$ cat config.mk
export PLATFORM = sky130hd
export DESIGN_NAME = cpu_run_ctrl_flat
export DESIGN_NICKNAME = d
export VERILOG_FILES = /design/src/rtl/cpu_run_ctrl_if.sv /design/src/rtl/cpu_run_ctrl.sv /design/src/flat_wrapper.sv
export SDC_FILE = /design/constraint.sdc
export NUM_CORES = 1
export LEC_CHECK = 0
export CAP_MARGIN = 0
export CORE_MARGIN = 4
export CORE_UTILIZATION = 50
export CTS_CLUSTER_SIZE = 16
export DETAILED_ROUTE_END_ITERATION = 8
export GPL_ROUTABILITY_DRIVEN = 0
export HOLD_SLACK_MARGIN = 0.03
export PLACE_DENSITY = 0.76
export SYNTH_ARGS = -nofsm -noshare
export SYNTH_HDL_FRONTEND = slang
export SYNTH_SLANG_ARGS = --single-unit
$ cat constraint.sdc
create_clock -name clk -period 2 [get_ports clk]
set_input_delay 0.4 -clock clk [delete_from_list [all_inputs] [get_ports clk]]
set_output_delay 0.4 -clock clk [all_outputs]
set_load 0.03 [all_outputs]
$ cat src/rtl/cpu_run_ctrl_if.sv
// Control/status bundle between the board-side controls and cpu_run_ctrl.
// master = board/bench side, slave = the sequencer.
interface cpu_run_ctrl_if #(
  parameter int unsigned ADDR_W = 32'd6
);
  logic              run_i;
  logic              slow_i;
  logic              step_i;
  logic              clr_i;
  logic              bp_en_i;
  logic [ADDR_W-1:0] bp_addr_i;
  logic [ADDR_W-1:0] pc_i;
  logic              cpu_en_o;
  logic [1:0]        state_o;
  logic              halted_o;
  logic [31:0]       retired_o;

  modport master (
    output run_i, slow_i, step_i, clr_i, bp_en_i, bp_addr_i, pc_i,
    input  cpu_en_o, state_o, halted_o, retired_o
  );

  modport slave (
    input  run_i, slow_i, step_i, clr_i, bp_en_i, bp_addr_i, pc_i,
    output cpu_en_o, state_o, halted_o, retired_o
  );
endinterface

$ cat src/rtl/cpu_run_ctrl.sv
// Run/step/breakpoint sequencer producing a one-cycle CPU clock enable.
// Breakpoint halting is built only when CPU_RUN_CTRL_BREAKPOINT_EN is defined.
module cpu_run_ctrl #(
  parameter int unsigned DIV_FAST = 32'd25,
  parameter int unsigned DIV_SLOW = 32'd27,
  parameter logic [19:0] DB_LEN   = 20'd1000000,
  parameter int unsigned ADDR_W   = 32'd6
) (
  input  logic          clk,
  input  logic          rstn,
  cpu_run_ctrl_if.slave bus
);

  localparam int unsigned      DB_W      = $clog2(DB_LEN);
  localparam logic [DB_W-1:0]  DB_LAST   = DB_W'(DB_LEN - 20'd1);
  localparam logic [31:0]      MASK_FAST = (32'd1 << DIV_FAST) - 32'd1;
  localparam logic [31:0]      MASK_SLOW = (32'd1 << DIV_SLOW) - 32'd1;

  typedef enum logic [1:0] {
    ST_IDLE = 2'b00,
    ST_RUN  = 2'b01,
    ST_STEP = 2'b10,
    ST_HALT = 2'b11
  } state_t;

  logic [31:0]     presc_r;
  logic            sync1_r, sync2_r, sync3_r;
  logic [DB_W-1:0] db_cnt_r;
  logic            db_level_r, db_level_d_r;
  state_t          state_r, state_nxt_s;
  logic [31:0]     retired_r;

  logic [31:0]     mask_s;
  logic            tick_s;
  logic            db_change_s;
  logic            step_pulse_s;
  logic            bp_hit_s;
  logic            cpu_en_s;

  assign mask_s       = bus.slow_i ? MASK_SLOW : MASK_FAST;
  assign tick_s       = ((presc_r & mask_s) == mask_s);
  assign db_change_s  = sync2_r ^ sync3_r;
  assign step_pulse_s = db_level_r & ~db_level_d_r;

`ifdef CPU_RUN_CTRL_BREAKPOINT_EN
  logic [ADDR_W-1:0] pc_s, bp_addr_s;
  assign pc_s         = bus.pc_i;
  assign bp_addr_s    = bus.bp_addr_i;
  assign bp_hit_s     = bus.bp_en_i & (pc_s == bp_addr_s);
  assign bus.halted_o = (state_r == ST_HALT);
`else
  logic [ADDR_W:0] unused_bp_s;
  assign unused_bp_s  = {bus.bp_en_i, bus.pc_i ^ bus.bp_addr_i};
  assign bp_hit_s     = 1'b0;
  assign bus.halted_o = 1'b0;
`endif

  // Free-running prescaler; the slow/fast select only changes which bits are tested.
  always_ff @(posedge clk or negedge rstn) begin
    if (!rstn) begin
      presc_r <= 32'd0;
    end else begin
      presc_r <= presc_r + 32'd1;
    end
  end

  // Step button synchronizer, debounce counter and edge detector.
  always_ff @(posedge clk or negedge rstn) begin
    if (!rstn) begin
      sync1_r      <= 1'b0;
      sync2_r      <= 1'b0;
      sync3_r      <= 1'b0;
      db_cnt_r     <= '0;
      db_level_r   <= 1'b0;
      db_level_d_r <= 1'b0;
    end else begin
      sync1_r      <= bus.step_i;
      sync2_r      <= sync1_r;
      sync3_r      <= sync2_r;
      db_level_d_r <= db_level_r;
      if (db_change_s) begin
        db_cnt_r <= '0;
      end else if (db_cnt_r == DB_LAST) begin
        db_level_r <= sync3_r;
      end else begin
        db_cnt_r <= db_cnt_r + DB_W'(1'b1);
      end
    end
  end

  // Sequencer state register.
  always_ff @(posedge clk or negedge rstn) begin
    if (!rstn) begin
      state_r <= ST_IDLE;
    end else begin
      state_r <= state_nxt_s;
    end
  end

  // Next-state and enable decode; clr_i overrides every state.
  always_comb begin
    state_nxt_s = state_r;
    cpu_en_s    = 1'b0;
    if (bus.clr_i) begin
      state_nxt_s = ST_IDLE;
      cpu_en_s    = 1'b0;
    end else begin
      case (state_r)
        ST_IDLE: begin
          if (bus.run_i) begin
            state_nxt_s = ST_RUN;
          end else if (step_pulse_s) begin
            state_nxt_s = ST_STEP;
          end else begin
            state_nxt_s = ST_IDLE;
          end
        end
        ST_RUN: begin
          // A breakpoint hit swallows the tick so the instruction at bp_addr never retires.
          if (tick_s && bp_hit_s) begin
            cpu_en_s    = 1'b0;
            state_nxt_s = ST_HALT;
          end else if (!bus.run_i) begin
            cpu_en_s    = tick_s;
            state_nxt_s = ST_IDLE;
          end else begin
            cpu_en_s    = tick_s;
            state_nxt_s = ST_RUN;
          end
        end
        ST_STEP: begin
          cpu_en_s    = 1'b1;
          state_nxt_s = ST_IDLE;
        end
        ST_HALT: begin
          if (step_pulse_s) begin
            state_nxt_s = ST_STEP;
          end else begin
            state_nxt_s = ST_HALT;
          end
        end
        default: begin
          state_nxt_s = ST_IDLE;
          cpu_en_s    = 1'b0;
        end
      endcase
    end
  end

  // Saturating retire counter.
  always_ff @(posedge clk or negedge rstn) begin
    if (!rstn) begin
      retired_r <= 32'd0;
    end else if (bus.clr_i) begin
      retired_r <= 32'd0;
    end else if (cpu_en_s && (retired_r != 32'hFFFF_FFFF)) begin
      retired_r <= retired_r + 32'd1;
    end else begin
      retired_r <= retired_r;
    end
  end

  assign bus.cpu_en_o  = cpu_en_s;
  assign bus.state_o   = state_r;
  assign bus.retired_o = retired_r;

endmodule

$ cat src/flat_wrapper.sv
// flat-port wrapper written by rule: the top's interface ports become plain ports
module cpu_run_ctrl_flat 
#(
  parameter int unsigned DIV_FAST = 32'd25,
  parameter int unsigned DIV_SLOW = 32'd27,
  parameter logic [19:0] DB_LEN   = 20'd1000000,
  parameter int unsigned ADDR_W   = 32'd6
)
  (clk, rstn, bus_run_i, bus_slow_i, bus_step_i, bus_clr_i, bus_bp_en_i, bus_bp_addr_i, bus_pc_i, bus_cpu_en_o, bus_state_o, bus_halted_o, bus_retired_o);
  cpu_run_ctrl_if #(.ADDR_W(ADDR_W)) bus_i ();
  input  logic clk;
  input  logic rstn;
  input wire logic [$bits(bus_i.run_i)-1:0] bus_run_i;
  input wire logic [$bits(bus_i.slow_i)-1:0] bus_slow_i;
  input wire logic [$bits(bus_i.step_i)-1:0] bus_step_i;
  input wire logic [$bits(bus_i.clr_i)-1:0] bus_clr_i;
  input wire logic [$bits(bus_i.bp_en_i)-1:0] bus_bp_en_i;
  input wire logic [$bits(bus_i.bp_addr_i)-1:0] bus_bp_addr_i;
  input wire logic [$bits(bus_i.pc_i)-1:0] bus_pc_i;
  output wire logic [$bits(bus_i.cpu_en_o)-1:0] bus_cpu_en_o;
  output wire logic [$bits(bus_i.state_o)-1:0] bus_state_o;
  output wire logic [$bits(bus_i.halted_o)-1:0] bus_halted_o;
  output wire logic [$bits(bus_i.retired_o)-1:0] bus_retired_o;
  assign bus_i.run_i = bus_run_i;
  assign bus_i.slow_i = bus_slow_i;
  assign bus_i.step_i = bus_step_i;
  assign bus_i.clr_i = bus_clr_i;
  assign bus_i.bp_en_i = bus_bp_en_i;
  assign bus_i.bp_addr_i = bus_bp_addr_i;
  assign bus_i.pc_i = bus_pc_i;
  assign bus_cpu_en_o = bus_i.cpu_en_o;
  assign bus_state_o = bus_i.state_o;
  assign bus_halted_o = bus_i.halted_o;
  assign bus_retired_o = bus_i.retired_o;
  cpu_run_ctrl #(.DIV_FAST(DIV_FAST), .DIV_SLOW(DIV_SLOW), .DB_LEN(DB_LEN), .ADDR_W(ADDR_W)) u_core (.clk(clk), .rstn(rstn), .bus(bus_i));
endmodule
==> results of run 1 <==
[sequential cells by signal, indices dropped and copies added, names as in the netlist]
| signal | cells |
|---|---|
| u_core.bus.retired_o | 32 |
| u_core.presc_r | 27 |
| u_core.db_cnt_r | 20 |
| u_core.bus.state_o | 2 |
| u_core.db_level_d_r | 1 |
| u_core.db_level_r | 1 |
| u_core.sync1_r | 1 |
| u_core.sync2_r | 1 |
| u_core.sync3_r | 1 |
[cell usage after synthesis, types with 7 or more instances]
cell type,n
nand2_1,33
nand4_1,21
dfrtp_1,86
nor2_1,60
inv_1,10
xnor2_1,45
nor3_1,19
nand3_1,28
o21ai_0,10
xor2_1,20
ha_1,7
and3_1,13
nor4_1,8
[stage by stage]
| stage | instances | worst slack (ns) | hold slack, ns | setup TNS [ns] | utilization |
|---|---|---|---|---|---|
| 2_1_floorplan | 423 | -0.07925 | 0.1044 | -0.4353 | - |
| 3_3_place_gp | 621 | -0.2787 | 0.3440 | -4.919 | 0.6489 |
| 3_5_place_dp | 621 | -0.3078 | 0.3363 | -5.549 | 0.6489 |
| 4_1_cts | 644 | -0.3859 | 0.3689 | -7.603 | 0.7082 |
| 5_1_grt | 656 | -0.3010 | 0.3868 | -6.414 | 0.7456 |
| 6_report | 656 | -0.2363 | 0.3667 | -3.040 | 0.7456 |
[metal layers]
layer | track usage | vias up
met5 | 0 | -
met2 | 0.3756 | 118
met1 | 0.2508 | 1808
met4 | 0.08394 | 0
li1 | - | 1691
met3 | 0.04934 | 30
[final timing paths]
check / end / slack (ns) / depth (start not counted)
max: bus_cpu_en_o / -0.24 / 7
min: u_core.sync2_r / 0.37 / 0
max reg2reg: u_core.bus.retired_o[29] / -0.19 / 10
min reg2reg: u_core.sync2_r / 0.37 / 0
max in group asynchronous: u_core.bus.retired_o[21] / 0.94 / 3
min in group asynchronous: u_core.bus.retired_o[6] / 0.52 / 2
[kinds of logic (layout without fill, tap and decap cells)]
logic type,after synthesis,after routing,share of synthesized area
compound gates,18,18,0.02232
xor+xnor,65,65,0.1336
fa+ha+maj,7,7,0.02056
buf+inv,21,149,0.02496
flops,86,86,0.5051
mux,7,7,0.01762
other cells,1,1,0.0008802
simple gates,218,218,0.2749
[cells in the final DEF, fill, tap and decap left out, types with 3 or more instances in the layout]
cell             Yosys  routed
clkdlybuf4s50_1      0      33
nand3_1             28      26
inv_1               10       7
a21oi_1              6       4
nor3_1              19       3
xnor2_1             45      43
dlymetal6s2s_1       0       4
nand2_1             33      32
nor4_4               1       7
dfrtp_1             86      63
nor3b_4              1       4
dfrtp_2              0      23
o21ai_0             10       9
ha_1                 7       3
buf_12               0       7
and3_1              13      13
and4_1               3       3
xor2_1              20      20
buf_4                1      73
mux2i_1              3       3
nor2_1              60      60
nor3_4               0      14
nor2b_1              5       5
mux2_4               0       3
nand2b_1             4       4
nand4_1             21      21
clkbuf_8             0      10
[area by class of cell]
| class | count | area [µm²] |
|---|---|---|
| Clock buffer | 12 | 145.1 |
| Clock inverter | 4 | 70.07 |
| Fill cell | 512 | 2101 |
| Inverter | 10 | 41.29 |
| Multi-Input combinational cell | 316 | 2429 |
| Sequential cell | 86 | 2181 |
| Tap cell | 105 | 131.4 |
| Timing Repair Buffer | 123 | 1160 |
[repair_timing]
action,4_1_cts,5_1_grt
hold buffers,1,0
setup buffers,6,11
setup endpoints to repair,20,39
cloned,0,2
pin swaps,30,38
hold endpoints to repair,32,0
resized for setup,41,35
[power by group]
part | switching (mW) | internal, mW
clock | 0.610 | 0.736
sequential | 0.0133 | 1.75
combinational | 0.0824 | 0.0451
total | 0.705 | 2.53
==> metrics.yaml, run 1 <==
status: "complete, but fails checks"
violations: "negative setup slack"
synth_area_per_cell_um2: 10.07
route.met3.wl_um: 545
cts_made_buffers: 9
synth_ff_type: "dfrtp_1"
hold_violations: 0
drcViolationCount: 0
path_class: "reg -> out"
syn_area_um2: 4260
crit_path_end_kind: "output pin"
cp_data_required_time_ns: 1.60
fp.dieW_um: 100.3
clock.fmax_ghz: 0.4472
crit_buf_inv: 4
ys_warn_count: 0
powerDensity_nw_per_um2: 525.7
placedInstanceArea_um2: 5359
ys_types: 41
grt_pass1_vias: 3694
worst_slew_pin_slew_ns: 0.5940
worst_slack_ns: -0.2363
grt_usage: 0.2132
p_total_mw: 3.237
dr.max_layer_used: "met4"
dieArea_um2: 10060
dp_hpwl_um: 6649
clock_skew_ns: 0.01530
diodes: 0
grt_max_degree: 37
r2r-start: "u_core.bus.state_o[0]"
drive_gt1_frac: 0.3249
drtPass1Iterations: 4
synth-edff-count: 0
cts_tree: "done"
core-area_um2: 8258
netlist_instances: 423
worstPathMaxFanout: 3
design_area_um2: 6157
crit_family: "flip-flops"
synthesis.nets: 449
dr_wl_met2_um: 5656
synthTopCellsByArea: "dfrtp_1 51%, xnor2_1 9.3%, nor2_1 5.3%, xor2_1 4.1%, nand3_1 3.3%"
cts_max_level: 3
maxSlewViolCount: 0
num_vias: 3647
slowest_stage: "dfrtp_2"
ys_seq_area_frac: 0.5051
hold_start: "u_core.sync1_r"
cp.arrival_ns: 1.84
cp-startpoint: "u_core.bus.state_o[0]"
period_share: 1.118
syn2layout_area_growth_pct: 44.52
grt_pass1_wl_um: 17120
setup_viol: 31
clock-root-buffer: "clkbuf_8"
max-cap-violations: 0
num-nets-final: 572
crit_path_cell_trace: "inv_2, ha_4, and3b_2, a31oi_4, buf_12, clkinvlp_4, buf_6"
startpoint_type: "register"
viasPerCell: 5.559
ios: 55
wl_met1_um: 4477
vdd_drop_max_v: 0.0004513
ys_ff_latch: 86
rsz0062_at_grt: "yes"
hold_class: "reg -> reg"
wire_per_inst_um: 16.78
clock-sinks: 86
io_buffers: 40
antenna_found_initial: 0
cts.clk_slew.worst_paths_ns: 0.08
start_util: 0.5159
placementRows: 33
ant_nets: 0
ys_async_sr_fraction: 1.000
synth_top_area_frac: 0.5051
period_needed_ns: 2.236
clk_latency_ns: 0.36
overflow: 0
die_height_um: 100.3
critPathMaxStageDelay_ns: 0.43
drtIter0Drc: 118
drt_wl_total_um: 11010
slew_headroom: 0.6040
cts_buffer_depth: 2
synth_area_leader_cell: "dfrtp_1"
p_leak_nw: 2.759
Power figures use the tool's default switching activity.
==> inputs of run 2 (changes only) <==
--- a/config.mk
+++ b/config.mk
@@ -13,6 +13,7 @@
 export GPL_ROUTABILITY_DRIVEN = 0
 export HOLD_SLACK_MARGIN = 0.03
 export PLACE_DENSITY = 0.76
+export SLEW_MARGIN = 10
 export SYNTH_ARGS = -nofsm -noshare
 export SYNTH_HDL_FRONTEND = slang
 export SYNTH_SLANG_ARGS = --single-unit
==> results of run 2 <==
Final layout, timing and power as in run 1 (identical DEF).
==> inputs of run 3 (changes only) <==
--- a/config.mk
+++ b/config.mk
@@ -5,14 +5,17 @@
 export SDC_FILE = /design/constraint.sdc
 export NUM_CORES = 1
 export LEC_CHECK = 0
-export CAP_MARGIN = 0
+export CAP_MARGIN = 20
+export CELL_PAD_IN_SITES_DETAIL_PLACEMENT = 1
+export CELL_PAD_IN_SITES_GLOBAL_PLACEMENT = 2
 export CORE_MARGIN = 4
-export CORE_UTILIZATION = 50
+export CORE_UTILIZATION = 32
 export CTS_CLUSTER_SIZE = 16
 export DETAILED_ROUTE_END_ITERATION = 8
 export GPL_ROUTABILITY_DRIVEN = 0
 export HOLD_SLACK_MARGIN = 0.03
-export PLACE_DENSITY = 0.76
+export MAX_ROUTING_LAYER = met4
+export PLACE_DENSITY_LB_ADDON = 0.1
 export SLEW_MARGIN = 10
 export SYNTH_ARGS = -nofsm -noshare
 export SYNTH_HDL_FRONTEND = slang
==> run 3 against run 2 <==
Combinational power is 8% higher; the run still ends with negative setup slack left; clock power grew 27%; flip-flop and latch count unchanged; count of clock-buffer cells in the layout down 2; worst hold slack got worse by 0.016 ns; sequential power is essentially flat.
==> metrics.yaml, run 3 (synthesis gave the netlist of run 1 again) <==
status: "complete, but fails checks"
violations: "negative setup slack"
start_util: 0.3322
mostFrequentLayoutCells: "83 x buf_4, 63 x dfrtp_1, 59 x nor2_1, 45 x xnor2_1, 37 x clkdlybuf4s50_1"
wire_per_inst_um: 15.78
hold_violations: 0
overflow: 0
crit_path_cell_trace: "ha_2, nand4_1, nor4_4, buf_4, a31oi_4, buf_12, clkinvlp_4, buf_6"
period_share: 1.125
grt_pass1_wl_um: 18970
num_vias: 3565
worstPathMaxFanout: 2
drcViolationCount: 0
p_leak_nw: 2.802
drive_gt1_frac: 0.3604
grt_usage: 0.1633
setup_viol: 32
fp.dieW_um: 123.4
ios: 55
worst_slack_ns: -0.2508
diodes: 0
vdd_drop_max_v: 0.0003429
startpoint_type: "register"
clock.fmax_ghz: 0.4443
powerDensity_nw_per_um2: 562.7
cts_max_level: 3
final_common_cell: "buf_4"
placementRows: 41
rsz0062_at_grt: "yes"
antenna_found_initial: 0
crit_buf_inv: 4
max-cap-violations: 0
dp_hpwl_um: 7472
grt_pass1_vias: 3802
ant_nets: 0
drtPass1Iterations: 4
slew_headroom: 0.6055
dieArea_um2: 15220
cts.clk_slew.worst_paths_ns: 0.06
cp_data_required_time_ns: 1.60
die_height_um: 123.4
crit_family: "buffers and inverters"
crit_path_end_kind: "output pin"
path_class: "reg -> out"
num-nets-final: 587
cts_made_buffers: 9
io_buffers: 40
largest_reg_flops: 32
cts_tree: "done"
period_needed_ns: 2.251
clk_latency_ns: 0.35
final_core_util: 0.5023
placedInstanceArea_um2: 5455
viasPerCell: 4.831
hold_class: "reg -> reg"
drt_wl_total_um: 11640
cts_buffer_depth: 2
clock-sinks: 86
grt_max_degree: 49
syn2layout_area_growth_pct: 51.22
clock_skew_ns: 0.007061
clock-root-buffer: "clkbuf_16"
cp.arrival_ns: 1.85
slowest_stage: "dfrtp_1"
worst_slew_pin_slew_ns: 0.5916
tns_ns: -3.861
critPathMaxStageDelay_ns: 0.35
maxSlewViolCount: 0
design_area_um2: 6442
drtIter0Drc: 85
core-area_um2: 12820
run 3: cell types whose count changed in the layout (fill, tap and decap cells not counted), moves of 3 or more:
cell,before,now
nor3_2,2,6
buf_6,2,8
nand2_1,32,28
clkdlybuf4s50_1,33,37
clkbuf_8,10,1
clkbuf_16,2,11
buf_4,73,83
nand2_2,1,5
dlymetal6s2s_1,4,1
run 3: area by class of cell:
type	instances	area, µm²
flip-flops and latches	86	2181
inverters	10	41.29
clock buffers	10	239.0
well taps	172	215.2
repair buffers	138	1284
multi-input cells	316	2421
fillers	1403	6382
clock inverters	6	61.31
run 3: final timing paths:
check                                   from                        to  slack [ns]  cells after the start
max                        u_core.presc_r[0]              bus_cpu_en_o       -0.25                      8
min                           u_core.sync1_r            u_core.sync2_r        0.35                      0
max reg2reg                u_core.presc_r[0]   u_core.bus.retired_o[7]       -0.22                     10
min reg2reg                   u_core.sync1_r            u_core.sync2_r        0.35                      0
max in group asynchronous               rstn  u_core.bus.retired_o[20]        0.90                      3
min in group asynchronous               rstn   u_core.bus.retired_o[5]        0.42                      2
run 3: worst reg2reg max path: stages, from the launching register on:
cell	delay, ns
dfrtp_1	0.35
ha_2	0.20
nand4_1	0.17
nor4_4	0.17
buf_4	0.17
a31oi_4	0.10
buf_12	0.15
buf_4	0.22
nor4_4	0.32
xnor2_1	0.16
nor2_1	0.06
run 3: stage by stage:
stage / instances / hold slack (ns) / worst slack [ns] / power, mW
after floorplan: 423 / 0.1044 / -0.07925 / 1.850
after global placement: 693 / 0.2393 / -0.2586 / 1.926
after detailed placement: 693 / 0.2425 / -0.3271 / 1.931
after CTS: 725 / 0.3521 / -0.3830 / 3.671
after global routing: 738 / 0.3556 / -0.3551 / 3.768
final: 738 / 0.3509 / -0.2508 / 3.625
run 3: repair_timing:
item,CTS,global route
pin swaps,12,30
gates resized for setup,39,42
endpoints found under the setup margin,23,44
buffers inserted,14,17
hold endpoints to repair,7,0
hold buffers,1,0
cloned,1,2
run 3: report_power, final:
part           total [mW]  internal [mW]  switching, mW
clock                1.72          0.998          0.723
combinational       0.138         0.0483         0.0896
sequential           1.77           1.75         0.0135
total                3.63           2.80          0.826
run 3: per-layer routing:
layer / vias up / wire length, µm / GRT usage
met3: 15 / 360 / 0.02836
li1: 1723 / - / -
met2: 45 / 5864 / 0.2735
met1: 1782 / 5228 / 0.2006
met4: 0 / 191 / 0.05398
met5: - / 0 / -
